===== src/rtl/fifo_uart_tx.sv =====
// fifo_uart_tx: drains a first-word-fall-through FIFO and serializes each word as a UART frame.
// Define UART_TX_PARITY_EN to insert a parity bit between the data bits and the stop bit.
module fifo_uart_tx #(
   parameter int DATA_WIDTH = 8,
   parameter int DIV_WIDTH  = 16
) (
   input  logic                  clk_i,
   input  logic                  rst_i,
   input  logic                  tx_en_i,
   input  logic [DIV_WIDTH-1:0]  baud_div_i,
   input  logic                  parity_odd_i,
   input  logic [DATA_WIDTH-1:0] fifo_data_i,
   input  logic                  fifo_empty_i,
   output logic                  fifo_rd_en_o,
   output logic                  tx_o,
   output logic                  busy_o,
   output logic                  frame_done_o
);

   localparam int BCNT_W = $clog2(DATA_WIDTH) + 1;

   typedef enum logic [2:0] {
      IDLE,
      START,
      DATA,
`ifdef UART_TX_PARITY_EN
      PARITY,
`endif
      STOP
   } state_e;

   state_e                state_q;
   logic [DIV_WIDTH-1:0]  cnt_q;
   logic [DIV_WIDTH-1:0]  period_q;
   logic [BCNT_W-1:0]     bitCnt_q;
   logic [DATA_WIDTH-1:0] shift_q;
   logic                  tx_q;
   logic                  busy_q;
   logic                  done_q;
   logic                  bitEnd;
   logic                  stopLast;
   logic                  popEn;

`ifdef UART_TX_PARITY_EN
   logic                  parity_q;
`else
   logic                  parity_unused;
   assign parity_unused = parity_odd_i;
`endif

   // A new word may be popped from IDLE or in the final stop-bit cycle, giving gapless frames.
   assign bitEnd       = (cnt_q == '0);
   assign stopLast     = (state_q == STOP) && bitEnd;
   assign popEn        = tx_en_i && !fifo_empty_i && ((state_q == IDLE) || stopLast);
   assign fifo_rd_en_o = popEn;
   assign tx_o         = tx_q;
   assign busy_o       = busy_q;
   assign frame_done_o = done_q;

   // frame_done is registered, so it is raised one edge early when the next cycle is the last stop cycle.
   always_ff @(posedge clk_i or posedge rst_i) begin
      if (rst_i) begin
         state_q  <= IDLE;
         cnt_q    <= '0;
         period_q <= '0;
         bitCnt_q <= '0;
         shift_q  <= '0;
         tx_q     <= 1'b1;
         busy_q   <= 1'b0;
         done_q   <= 1'b0;
`ifdef UART_TX_PARITY_EN
         parity_q <= 1'b0;
`endif
      end else if (popEn) begin
         state_q  <= START;
         cnt_q    <= baud_div_i;
         period_q <= baud_div_i;
         shift_q  <= fifo_data_i;
         tx_q     <= 1'b0;
         busy_q   <= 1'b1;
         done_q   <= 1'b0;
`ifdef UART_TX_PARITY_EN
         parity_q <= (^fifo_data_i) ^ parity_odd_i;
`endif
      end else begin
         done_q <= 1'b0;
         case (state_q)
            IDLE: begin
               tx_q   <= 1'b1;
               busy_q <= 1'b0;
            end
            START: begin
               if (bitEnd) begin
                  state_q  <= DATA;
                  cnt_q    <= period_q;
                  tx_q     <= shift_q[0];
                  shift_q  <= shift_q >> 1;
                  bitCnt_q <= BCNT_W'(DATA_WIDTH - 1);
               end else begin
                  cnt_q <= cnt_q - DIV_WIDTH'(1);
               end
            end
            DATA: begin
               if (bitEnd) begin
                  cnt_q <= period_q;
                  if (bitCnt_q == '0) begin
`ifdef UART_TX_PARITY_EN
                     state_q <= PARITY;
                     tx_q    <= parity_q;
`else
                     state_q <= STOP;
                     tx_q    <= 1'b1;
                     done_q  <= (period_q == '0);
`endif
                  end else begin
                     tx_q     <= shift_q[0];
                     shift_q  <= shift_q >> 1;
                     bitCnt_q <= bitCnt_q - BCNT_W'(1);
                  end
               end else begin
                  cnt_q <= cnt_q - DIV_WIDTH'(1);
               end
            end
`ifdef UART_TX_PARITY_EN
            PARITY: begin
               if (bitEnd) begin
                  state_q <= STOP;
                  cnt_q   <= period_q;
                  tx_q    <= 1'b1;
                  done_q  <= (period_q == '0);
               end else begin
                  cnt_q <= cnt_q - DIV_WIDTH'(1);
               end
            end
`endif
            STOP: begin
               if (bitEnd) begin
                  state_q <= IDLE;
                  tx_q    <= 1'b1;
                  busy_q  <= 1'b0;
               end else begin
                  cnt_q  <= cnt_q - DIV_WIDTH'(1);
                  done_q <= (cnt_q == DIV_WIDTH'(1));
               end
            end
            default: begin
               state_q <= IDLE;
               tx_q    <= 1'b1;
               busy_q  <= 1'b0;
            end
         endcase
      end
   end

endmodule


===== config.mk =====
export PLATFORM = sky130hd
export DESIGN_NAME = fifo_uart_tx
export DESIGN_NICKNAME = d
export VERILOG_FILES = /design/src/rtl/fifo_uart_tx.sv
export SDC_FILE = /design/constraint.sdc
export NUM_CORES = 1
export LEC_CHECK = 0
export CAP_MARGIN = 20
export CORE_MARGIN = 1
export CORE_UTILIZATION = 50
export DETAILED_ROUTE_END_ITERATION = 16
export PLACE_DENSITY = 0.72
export SLEW_MARGIN = 20
export SYNTH_ARGS = -nofsm -noshare
export SYNTH_HDL_FRONTEND = slang
export SYNTH_SLANG_ARGS = --single-unit

===== constraint.sdc =====
create_clock -name clk_i -period 6.48 [get_ports clk_i]
set_input_delay 1.62 -clock clk_i [delete_from_list [all_inputs] [get_ports clk_i]]
set_output_delay 1.62 -clock clk_i [all_outputs]
set_load 0.02 [all_outputs]

==> run summary <==
Synth Flop Type - dfrtp_1
first-pass GRT wire length - 11680 um
Seq/Total Area, Yosys - 0.4221
Layout Skew - 3.787 ps
GRT met1 Usage - 0.3386
outcome - completed
met2 usage - 0.3816
area of the multi-input gates - 0.001531 sq mm
Worst Path Required - 4860 ps
initial antenna violation count - 0
CTS Hold Bufs - 0
Port Buf Inserts - 31
filler cell count - 512
CTS resizes - 0
RSZ-0062 raised after global routing - false
kind of start point of the critical path - input port
diode count - 0
share of layout cells above drive strength 1 - 0.1111
global route total overflow - 0
CP endpoint kind - output pin
Post-synth top cells - nand2_1 (57), dfrtp_1 (48), inv_1 (16), mux2_2 (16), o21ai_0 (14)
Rel. slew slack - 0.3214
CTS tree - built
final setup vio count - 0
final WL - 6540 um
Pwr Density - 419.9 mW/mm^2
critical path type - input port to output pin
Hold WC Path Type - flop to flop
vias in the first global route - 2389
number of flops mapped to enable cells by yosys - 0
wire per inst - 16.15 um
Leak - 1.364 nW
Syn Nets - 343
CTS H-tree depth - 2
setup TNS - 0 ps
final cycle utilization of the critical path - 0.7743
cell with the most instances after synthesis - nand2_1
Slowest-stage cell, CP - clkdlybuf4s50_1
post-synth top area share - 0.4131
area grow syn2layout - 14.33%
CP max FO - 28
Hold Fails Final Rpt - 0
Yosys warning total - 0
CTS buffer count - 5
Core Box Area - 0.005540 sq mm
DRC - 0
area post-placement - 0.003233 sq mm
Die H - 78.26 um
largest net degree at the start of global routing - 50
DP HPWL - 4517 um
Bufs on Longest Clock Path - 2
gp weighted congestion - 0.8417
max cap viols - 0
Least-Margin Pin Slew - 1011 ps
post-layout util - 0.6000
cell taking the most area after synthesis - dfrtp_1
Syn Area/Cell - 9.503 sq um
Post-Layout Inst Area - 0.003324 sq mm
Area contributors post-synth - dfrtp_1 (41%), nand2_1 (7.4%), mux2_2 (6.2%)
GRT Max-Usage Layer - met2
root buf cell - clkbuf_8
synthesized area - 0.002908 sq mm
Worst Setup Slack post-DPL - 1446 ps
vias per inst - 6.086
CP delay by family, top - buffers and inverters
Worst Slack Setup Final - 1463 ps
most used cell, CP - clkdlybuf4s50_1
DR vias - 2465
nets@finish - 369
Worst Path Buf+Inv - 3
# Post-CTS Setup Buffers - 0
placed cell count - 397
Initial Utilization - 0.5248
clk sinks - 49
Post-Syn Instances - 306
synthesized flop and latch total - 49
crit-path cells - clkdlybuf4s50_1, nor2b_1, nand2b_1, inv_4, clkdlybuf4s50_1
die area - 0.006125 sq mm
library cells used by synthesis - 58
Worst Path Arrival - 3400 ps
Antenna Nets Post-Route - 0
Worst-Skew Late Latency - 300 ps
Tmin final - 5017 ps
die width - 78.26 um
io pins - 33
1st-pass router iterations - 4
FMAX - 199.3 MHz
Site Rows - 27
Slowest Stage Delay on Critical Path - 670 ps
DRT iter0 DRCs - 214
maximum vdd drop - 0.0002265 V
Max Slew Vio Count - 0
clk slew on worst S/H paths - 90 ps
Hold WS - 503.4 ps
gr usage total - 0.2425
register area - 0.001227 sq mm
Tot Pwr - 1.396 mW
post-synthesis async set-or-reset flop share - 1.000
GR Util met3 - 0.04186
Final Non-Filler Cells - 405
-- tightest hold or removal path: stages, from the launching register on --
cell and delay (ps):
dfstp_2 380, nand3b_1 70, a21oi_1 60
-- layout by cell type (no fill, tap or decap), drive strengths merged, types with 2 or more instances in the layout --
cell	n
nand2	57
dfrtp	48
clkdlybuf4s50	31
o21ai	21
mux2	16
inv	16
a21oi	11
nor2	10
nor4	10
nor3	9
nand4	9
ha	8
clkbuf	8
nand3	7
o21a	5
o2111ai	5
xnor2	4
o311ai	4
o31ai	4
o211ai	4
a21o	4
a31oi	4
nand2b	3
o221ai	3
or3	3
nor3b	3
nor2b	2
mux2i	2
o31a	2
a221oi	2
or2	2
-- state kept, by name, summed over array words and instances (netlist names) --
| register | cells |
|---|---|
| period_q | 16 |
| bitCnt_q | 4 |
| cnt_q | 16 |
| tx_o | 1 |
| frame_done_o | 1 |
| state_q | 2 |
| shift_q | 8 |
| busy_o | 1 |
-- layout make-up --
cell class	instances	share of cell area
sequential	49	0.3692
tap	72	0.02710
inverter	17	0.02032
timing repair buffer	32	0.09560
clock buffer	8	0.02710
multi-input combinational	227	0.4607
-- cells by family after synthesis --
family | Yosys count | synth area share
muxes | 18 | 0.06885
DFF | 49 | 0.4221
xor gates and xnor gates | 4 | 0.01205
buffers and inverters | 30 | 0.05121
and+or+nand+nor | 121 | 0.2293
AOI/OAI and AO/OA | 76 | 0.1820
adders and majority gates | 8 | 0.03442
-- final timing paths --
path | startpoint | end | cells after the start | slack [ps]
min | tx_o$_DFFE_PP1P_ | tx_o$_DFFE_PP1P_ | 2 | 500
min in group asynchronous | rst_i | period_q[1]$_DFFE_PP0P_ | 2 | 1780
max in group asynchronous | rst_i | cnt_q[13]$_DFFE_PP0P_ | 2 | 4210
min reg2reg | tx_o$_DFFE_PP1P_ | tx_o$_DFFE_PP1P_ | 2 | 500
max | tx_en_i | fifo_rd_en_o | 5 | 1460
max reg2reg | cnt_q[0]$_DFFE_PP0P_ | shift_q[6]$_DFFE_PP0P_ | 8 | 3780
-- where the power goes --
group | internal (mW) | leakage, nW | switching [mW]
registers | 0.440 | 0.589 | 0.152
logic | 0.267 | 0.729 | 0.352
clock network | 0.0872 | 0.0455 | 0.0976
total | 0.794 | 1.36 | 0.602
-- layer usage --
layer	routed length, um	share of wire
met1	3074	0.47
met2	3057	0.47
met3	332	0.051
met4	75	0.011
met5	0	0
Note: power is estimated with default switching activity, not from simulation.
